==> config.mk <==
export PLATFORM = sky130hd
export DESIGN_NAME = ram_lane_master
export DESIGN_NICKNAME = d
export VERILOG_FILES = /design/src/rtl/ram_lane_master.sv
export SDC_FILE = /design/constraint.sdc
export NUM_CORES = 1
export LEC_CHECK = 0
export ABC_AREA = 1
export BUFFER_PORTS_ARGS = -buffer_cell sky130_fd_sc_hd__buf_4
export CAP_MARGIN = 20
export CELL_PAD_IN_SITES_DETAIL_PLACEMENT = 1
export CELL_PAD_IN_SITES_GLOBAL_PLACEMENT = 2
export CORE_ASPECT_RATIO = 1.75
export CORE_MARGIN = 2
export CORE_UTILIZATION = 31
export CTS_CLUSTER_DIAMETER = 200
export DETAILED_ROUTE_END_ITERATION = 6
export PLACE_DENSITY_LB_ADDON = 0.1
export SLEW_MARGIN = 15
export SYNTH_ARGS = -nofsm -noshare
export SYNTH_HDL_FRONTEND = slang
export SYNTH_SLANG_ARGS = --single-unit
==> constraint.sdc <==
create_clock -name clk -period 5.83 [get_ports clk]
set_input_delay 1.166 -clock clk [delete_from_list [all_inputs] [get_ports clk]]
set_output_delay 1.166 -clock clk [all_outputs]
set_load 0.01 [all_outputs]
==> src/rtl/ram_lane_master.sv <==
// Strided three-lane RAM initiator: turns a load/store command into one RAM
// access per row, with valid/ready return of load data.
module ram_lane_master #(
    parameter int DATA_LEN    = 16,
    parameter int ADDRESS_LEN = 8,
    parameter int ROW_CNT_W   = 4
) (
    input  logic                     clk,
    input  logic                     reset,
    input  logic                     cmd_valid,
    output logic                     cmd_ready,
    input  logic                     cmd_write,
    input  logic [ADDRESS_LEN-1:0]   cmd_base,
    input  logic [ADDRESS_LEN-1:0]   cmd_stride,
    input  logic [ADDRESS_LEN-1:0]   cmd_row_step,
    input  logic [ROW_CNT_W-1:0]     cmd_rows,
    input  logic [DATA_LEN*3-1:0]    wr_data,
    input  logic                     wr_data_valid,
    output logic                     wr_data_ready,
    output logic [DATA_LEN*3-1:0]    rd_data,
    output logic                     rd_valid,
    input  logic                     rd_ready,
    output logic                     busy,
    output logic                     done,
    output logic                     ram_read,
    output logic                     ram_write,
    output logic [ADDRESS_LEN*3-1:0] ram_address,
    output logic [DATA_LEN*3-1:0]    ram_data_in,
    input  logic [DATA_LEN*3-1:0]    ram_data_out
);

    typedef enum logic [2:0] {
        IDLE      = 3'd0,
        RD_ISSUE  = 3'd1,
        RD_WAIT   = 3'd2,
        RD_RESP   = 3'd3,
        WR_ACCEPT = 3'd4,
        WR_ISSUE  = 3'd5
    } state_t;

    state_t                 state_r;
    logic [ADDRESS_LEN-1:0] rowbase_r;
    logic [ADDRESS_LEN-1:0] stride_r;
    logic [ADDRESS_LEN-1:0] row_step_r;
    logic [ROW_CNT_W-1:0]   rows_left_r;
    logic [ADDRESS_LEN-1:0] next_rowbase_s;

    // Packs {lane2, lane1, lane0}; sums wrap at ADDRESS_LEN bits.
    function automatic logic [ADDRESS_LEN*3-1:0] lane_addrs(
        input logic [ADDRESS_LEN-1:0] base,
        input logic [ADDRESS_LEN-1:0] stride
    );
        logic [ADDRESS_LEN-1:0] a1;
        logic [ADDRESS_LEN-1:0] a2;
        a1 = base + stride;
        a2 = a1 + stride;
        return {a2, a1, base};
    endfunction

    assign next_rowbase_s = rowbase_r + row_step_r;
    assign cmd_ready      = (state_r == IDLE);
    assign busy           = (state_r != IDLE);
    assign wr_data_ready  = (state_r == WR_ACCEPT);

    // Command sequencer with registered RAM strobes, read data and done pulse.
    always_ff @(posedge clk or posedge reset) begin
        if (reset) begin
            state_r     <= IDLE;
            rowbase_r   <= {ADDRESS_LEN{1'b0}};
            stride_r    <= {ADDRESS_LEN{1'b0}};
            row_step_r  <= {ADDRESS_LEN{1'b0}};
            rows_left_r <= {ROW_CNT_W{1'b0}};
            rd_data     <= {(DATA_LEN*3){1'b0}};
            rd_valid    <= 1'b0;
            done        <= 1'b0;
            ram_read    <= 1'b0;
            ram_write   <= 1'b0;
            ram_address <= {(ADDRESS_LEN*3){1'b0}};
            ram_data_in <= {(DATA_LEN*3){1'b0}};
        end else begin
            done <= 1'b0;
            case (state_r)
                IDLE: begin
                    if (cmd_valid) begin
                        if (cmd_rows == {ROW_CNT_W{1'b0}}) begin
                            done <= 1'b1;
                        end else begin
                            rowbase_r   <= cmd_base;
                            stride_r    <= cmd_stride;
                            row_step_r  <= cmd_row_step;
                            rows_left_r <= cmd_rows - ROW_CNT_W'(1);
                            ram_address <= lane_addrs(cmd_base, cmd_stride);
                            if (cmd_write) begin
                                state_r <= WR_ACCEPT;
                            end else begin
                                ram_read <= 1'b1;
                                state_r  <= RD_ISSUE;
                            end
                        end
                    end
                end
                RD_ISSUE: begin
                    ram_read <= 1'b0;
                    state_r  <= RD_WAIT;
                end
                RD_WAIT: begin
                    rd_data  <= ram_data_out;
                    rd_valid <= 1'b1;
                    state_r  <= RD_RESP;
                end
                RD_RESP: begin
                    if (rd_ready) begin
                        rd_valid <= 1'b0;
                        if (rows_left_r == {ROW_CNT_W{1'b0}}) begin
                            done    <= 1'b1;
                            state_r <= IDLE;
                        end else begin
                            rowbase_r   <= next_rowbase_s;
                            rows_left_r <= rows_left_r - ROW_CNT_W'(1);
                            ram_address <= lane_addrs(next_rowbase_s, stride_r);
                            ram_read    <= 1'b1;
                            state_r     <= RD_ISSUE;
                        end
                    end
                end
                WR_ACCEPT: begin
                    if (wr_data_valid) begin
                        ram_data_in <= wr_data;
                        ram_write   <= 1'b1;
                        state_r     <= WR_ISSUE;
                    end
                end
                WR_ISSUE: begin
                    ram_write <= 1'b0;
                    if (rows_left_r == {ROW_CNT_W{1'b0}}) begin
                        done    <= 1'b1;
                        state_r <= IDLE;
                    end else begin
                        rowbase_r   <= next_rowbase_s;
                        rows_left_r <= rows_left_r - ROW_CNT_W'(1);
                        ram_address <= lane_addrs(next_rowbase_s, stride_r);
                        state_r     <= WR_ACCEPT;
                    end
                end
                default: begin
                    ram_read  <= 1'b0;
                    ram_write <= 1'b0;
                    rd_valid  <= 1'b0;
                    state_r   <= IDLE;
                end
            endcase
        end
    end

endmodule

## Yosys cells after proc, flatten, opt, wreduce, memory -nomap -nowiden

Index checks and enable logic that the tools add are counted.

- Add/sub/neg operators: 7
- $mul: 0
- Div/mod/pow operators: 0
- Magnitude comparators: 0
- Eq/ne operators: 11
- Shifts and indexed selects: 0
- Mux-type cells: 38
- Bitwise operators: 4
- Reduce and logical (&&, ||, !) cells: 15

Operators by type and width:

| operator | number |
|---|---|
| 2-to-1 mux 24 bit | 4 |
| one-hot mux 24 bit (3 select lines) | 1 |
| adder 8 bit | 5 |
| 2-to-1 mux 8 bit | 4 |
| one-hot mux 8 bit (3 select lines) | 1 |
| 2-to-1 mux 3 bit | 6 |
| one-hot mux 3 bit (6 select lines) | 1 |
| 2-to-1 mux 4 bit | 4 |
| 2-to-1 mux 1 bit | 12 |
| != test 2 bit (second input constant) | 6 |
| one-hot mux 4 bit (3 select lines) | 1 |
| one-hot mux 1 bit (3 select lines) | 3 |
| zero test 4 bit | 2 |
| AND reduction 4 bit | 2 |
| OR reduction 4 bit | 2 |
| subtractor 4 x 1 -> 4 bit (second input constant) | 2 |
| == test 3 x 2 -> 1 bit (second input constant) | 2 |
| == test 3 bit (second input constant) | 2 |
| AND reduction 2 bit | 3 |
| AND reduction 6 bit | 1 |
| nonzero test 3 bit | 2 |
| inverter 1 bit | 4 |
| == test 3 x 1 -> 1 bit (second input constant) | 1 |
| zero test 3 bit | 1 |
| 3 further kinds | 3 |

- Bits in registers: 155
- Bits in latches: 0
- RAM bits: 0
- Memory bits (read-only): 0
- Input bits: 130
- Logic and storage cells: 87
- Memories kept: 0

## Depth between registers and ports, before layout

- Word-level depth: 6
- Depth in mapped cells: 22
- Depth with buffers taken out: 22

## Worst setup path before layout

No wires, ideal clock.

- Kind: register to register
- Start: register rowbase_r[0]
- End: register ram_address[23]
- Setup time: 0.117 ns
- Data arrival time: 3.305 ns
- Required time: 5.713 ns
- Setup slack: 2.408 ns
- Cell stages (with the launch flop): 20
- Path buffers: 0
- Cell sequence: dfrtp_1 ha_1 fa_1 inv_1 fa_1 o21ai_0 nand2_1 nand2_1 a21oi_1 or2_2 nand2_1 ha_1 a21oi_1 o21ai_0 a31oi_1 nand3_1 nand3_1 nand2_1 nand2_1 nand2_1

- Cells in the longest elaborated chain, start to end: 6

RTL lines:

| item | line | source |
|---|---|---|
| from (decl) | 42 | `logic [ADDRESS_LEN-1:0] rowbase_r;` |
| from (signal assigned) | 69 | `rowbase_r <= {ADDRESS_LEN{1'b0}};` |
| from (signal assigned) | 88 | `rowbase_r <= cmd_base;` |
| from (signal assigned) | 118 | `rowbase_r <= next_rowbase_s;` |
| adder 8 bit (*) | 60 | `assign next_rowbase_s = rowbase_r + row_step_r;` |
| adder 8 bit (*) | 55 | `a1 = base + stride;` |
| adder 8 bit (*) | 56 | `a2 = a1 + stride;` |
| 2-to-1 mux 24 bit (*) | 114, 135 |  |
| 2-to-1 mux 24 bit | 112 | `if (rd_ready) begin` |
| one-hot mux 24 bit (3 select lines) (*) | 82 | `case (state_r)` |
| to (signal assigned) | 92 | `ram_address <= lane_addrs(cmd_base, cmd_stride);` |
| to (signal assigned) | 120 | `ram_address <= lane_addrs(next_rowbase_s, stride_r);` |
| to (signal assigned) | 141 | `ram_address <= lane_addrs(next_rowbase_s, stride_r);` |
| to (decl) | 27 | `output logic [ADDRESS_LEN*3-1:0] ram_address,` |

Mark *: on every way between the ends. The rest lies on a longest branch, timed or not. The select of a mux whose other input is x is not followed.
A chain may end at the register's enable or synchronous reset.

## Final worst setup path

Same ends and word-level chain as after synthesis.

==> flow_metrics.env <==
export IMPL_antenna_left=0
export IMPL_syn_area_per_cell_sq_um=10.7
export IMPL_period_share=0.688
export IMPL_skew_ns=0.00859
export IMPL_finalPower_mw=8.03
export IMPL_fin_setup_tns_ns=0
export IMPL_setup_viol=0
export IMPL_hold_path_depth=2
export IMPL_drtIter0Drc=175
export IMPL_avgViaCountPerCell=4.78
export IMPL_rsz0062_at_grt="no"
export IMPL_grt_pass1_vias=6661
export IMPL_gr_usage_met2=0.372
export IMPL_max_slew_margin_rel=0.280
export IMPL_final_net_count=1129
export IMPL_drv_cap=0
export IMPL_core_sq_mm=0.0239
export IMPL_rows=75
export IMPL_dr_pass1_iters=4
export IMPL_met3_usage=0.0419
export IMPL_synth_cells=701
export IMPL_ff2ff_setup_slack_ns=1.82
export IMPL_p_leak_nw=5.20
export IMPL_grt_max_degree=104
export IMPL_critPathCaptureType="register"
export IMPL_ys_seq_area_frac=0.490
export IMPL_crit_top_cell="nand2_1"
export IMPL_synthesis_area_sq_mm=0.00751
export IMPL_fp_dieH_um=210
export IMPL_die_area_sq_mm=0.0255
export IMPL_top_usage_layer="met2"
export IMPL_max_freq_mhz=249
export IMPL_rr_startpoint="rowbase_r[0]"
export IMPL_hold_buffers=0
export IMPL_slew_violations=0
export IMPL_grt_first_pass_wirelength_mm=36.4
export IMPL_p_per_area_mw_per_mm2=775
export IMPL_ios=257
export IMPL_grtUsageMet1=0.189
export IMPL_clock_root_buffer="clkbuf_16"
export IMPL_cts_buffers=17
export IMPL_io_buffers=256
export IMPL_totalWireLength_mm=23.7
export IMPL_route_vias_total=6105
export IMPL_overflow=0
export IMPL_gp_congestion=0.783
export IMPL_crit_fanout=3
export IMPL_drc=0
export IMPL_hpwl_mm=18.5
export IMPL_area_growth_pct=37.9
export IMPL_worstSkewPairLatency_ns=0.43
export IMPL_cts_resized=0
export IMPL_clk_transition_reported_paths_ns=0.06
export IMPL_hold_end="ram_write"
export IMPL_htree_num_levels=4
export IMPL_cpPeakStageDelay_ns=0.55
export IMPL_initial_core_util=0.314
export IMPL_final_util=0.433
export IMPL_grt_total_usage=0.189
export IMPL_fin_cells=1276
export IMPL_hold_path_class="register to register"
export IMPL_antenna_found_initial=0
export IMPL_avgRoutedWirePerCell_um=18.6
export IMPL_crit_arrival_ns=4.33
export IMPL_dp_cells=1246
export IMPL_hold_violations=0
export IMPL_ctsLongestPathBuffers=2
export IMPL_critPathSlowestCell="fa_1"
export IMPL_yosysWarnings=0
export IMPL_drive_above_1_share=0.437
export IMPL_die_w_um=122
export IMPL_ys_ff_latch=147
export IMPL_irDropWorstVdd_mv=0.356
export IMPL_path_class="register to register"
export IMPL_syn_nets=873
export IMPL_status="finished, final reports clean"
export IMPL_crit_required_ns=6.15
export IMPL_crit_chain="ha_1 > fa_1 > inv_1 > fa_1 > o21ai_0 > nand2_1 > nand2_1 > a21oi_1 > or2_2 > nand2_1 > ha_1 > a21oi_1 > o21ai_0 > a31oi_1 > nand3_1 > nand3_1 > nand2_1 > nand2_1 > nand2_1"
export IMPL_worstReg2RegEnd="ram_address[23]"
export IMPL_r2r_cells=19
export IMPL_cts_setup_buffers=0
export IMPL_critPathLaunchType="register"
export IMPL_synth_cell_types=34
export IMPL_diodes=0
export IMPL_period_minus_slack_ns=4.01
export IMPL_worstHoldStart="ram_write"
export IMPL_cts_sink_count=147
export IMPL_tightest_slew_ns=1.08
export IMPL_cts_tree="done"
==> layer usage <==
| metal | wire [um] | share of wire |
|---|---|---|
| met1 | 8460 | 0.36 |
| met4 | 520 | 0.022 |
| met5 | 0 | 0 |
| met2 | 13700 | 0.58 |
| met3 | 1040 | 0.044 |
==> sequential cells by signal, summed over array words and instances (netlist names) <==
signal,cells
done,1
ram_address,17
ram_data_in,48
ram_read,1
ram_write,1
rd_data,48
rd_valid,1
row_step_r,8
rowbase_r,7
rows_left_r,4
state_r,3
stride_r,8
==> worst max-delay path: cells and delay by family (launching register included) <==
family / cells / cell delay [ns]
and+or+nand+nor: 9 / 0.95
AOI/OAI and AO/OA: 5 / 0.98
DFF: 1 / 0.41
adders and majority gates: 4 / 1.49
buffers and inverters: 1 / 0.07
==> synth_stat cells (all sizes together) <==
| cell | number | area share |
|---|---|---|
| ha | 37 | 0.062 |
| o221ai | 1 | 0.0012 |
| inv | 49 | 0.025 |
| a211oi | 1 | 0.0010 |
| nor2 | 30 | 0.017 |
| a31oi | 12 | 0.010 |
| nand3 | 41 | 0.031 |
| mux2 | 110 | 0.17 |
| fa | 5 | 0.013 |
| o2111ai | 1 | 0.0012 |
| or2 | 6 | 0.0050 |
| xor2 | 6 | 0.0070 |
| clkbuf | 1 | 0.00050 |
| nand2 | 143 | 0.074 |
| o211ai | 1 | 0.0010 |
| a21oi | 35 | 0.023 |
| xnor2 | 15 | 0.017 |
| dfrtp | 147 | 0.49 |
| o21ai | 38 | 0.027 |
| nand4 | 2 | 0.0017 |
| buf | 20 | 0.019 |
==> area by class of cell <==
type | instances | area, sq um
inverter | 49 | 191
fill | 2703 | 13600
clock buffer | 21 | 470
timing repair buffer | 258 | 1950
sequential | 147 | 3680
multi-input combinational | 484 | 3500
tap | 308 | 385
clock inverter | 9 | 178
==> through the flow <==
step	area, sq um	worst slack [ns]	hold WS (ns)
after floorplan	7510	0.713	0.455
after global placement	9680	1.93	0.466
after detailed placement	9700	1.76	0.470
after CTS	10400	1.75	0.485
after global routing	10400	1.41	0.512
final	10400	1.82	0.478
==> power breakdown <==
group	internal [mW]	total, mW	switching (mW)
clock network	0.788	1.21	0.421
logic	2.17	4.95	2.78
registers	1.55	1.87	0.321
total	4.51	8.03	3.52
==> worst max path at each step <==
| stage | from | endpoint | cells after the start | slack, ns |
|---|---|---|---|---|
| finish | rowbase_r[0] | ram_address[23] | 19 | 1.82 |
| global route | rowbase_r[0] | ram_address[23] | 20 | 1.41 |
| CTS | rowbase_r[0] | ram_address[23] | 19 | 1.75 |
| detailed placement | rowbase_r[0] | ram_address[23] | 19 | 1.76 |
| global placement | cmd_base[0] | ram_address[23] | 20 | 1.93 |
| floorplan | reset | done | 1 | 0.71 |
==> placed cells by master (no fill, tap or decap), drive strengths merged, types with 6 or more instances in the layout <==
cell and count:
nand3 41, inv 49, nor2 30, ha 37, or2 6, a21oi 35
nand2 143, clkbuf 21, xor2 6, mux2 110, o21ai 38, buf 258
a31oi 12, dfrtp 147, xnor2 15
==> kinds of logic after synthesis <==
group                      count (synthesis)  share of synthesized area
buffers and inverters                     70                     0.0448
xor gates and xnor gates                  21                     0.0245
muxes                                    110                      0.172
and+or+nand+nor                          222                      0.129
DFF                                      147                      0.490
AOI/OAI and AO/OA                         89                     0.0650
adders and majority gates                 42                     0.0750
Note: power is estimated with default switching activity, not from simulation.
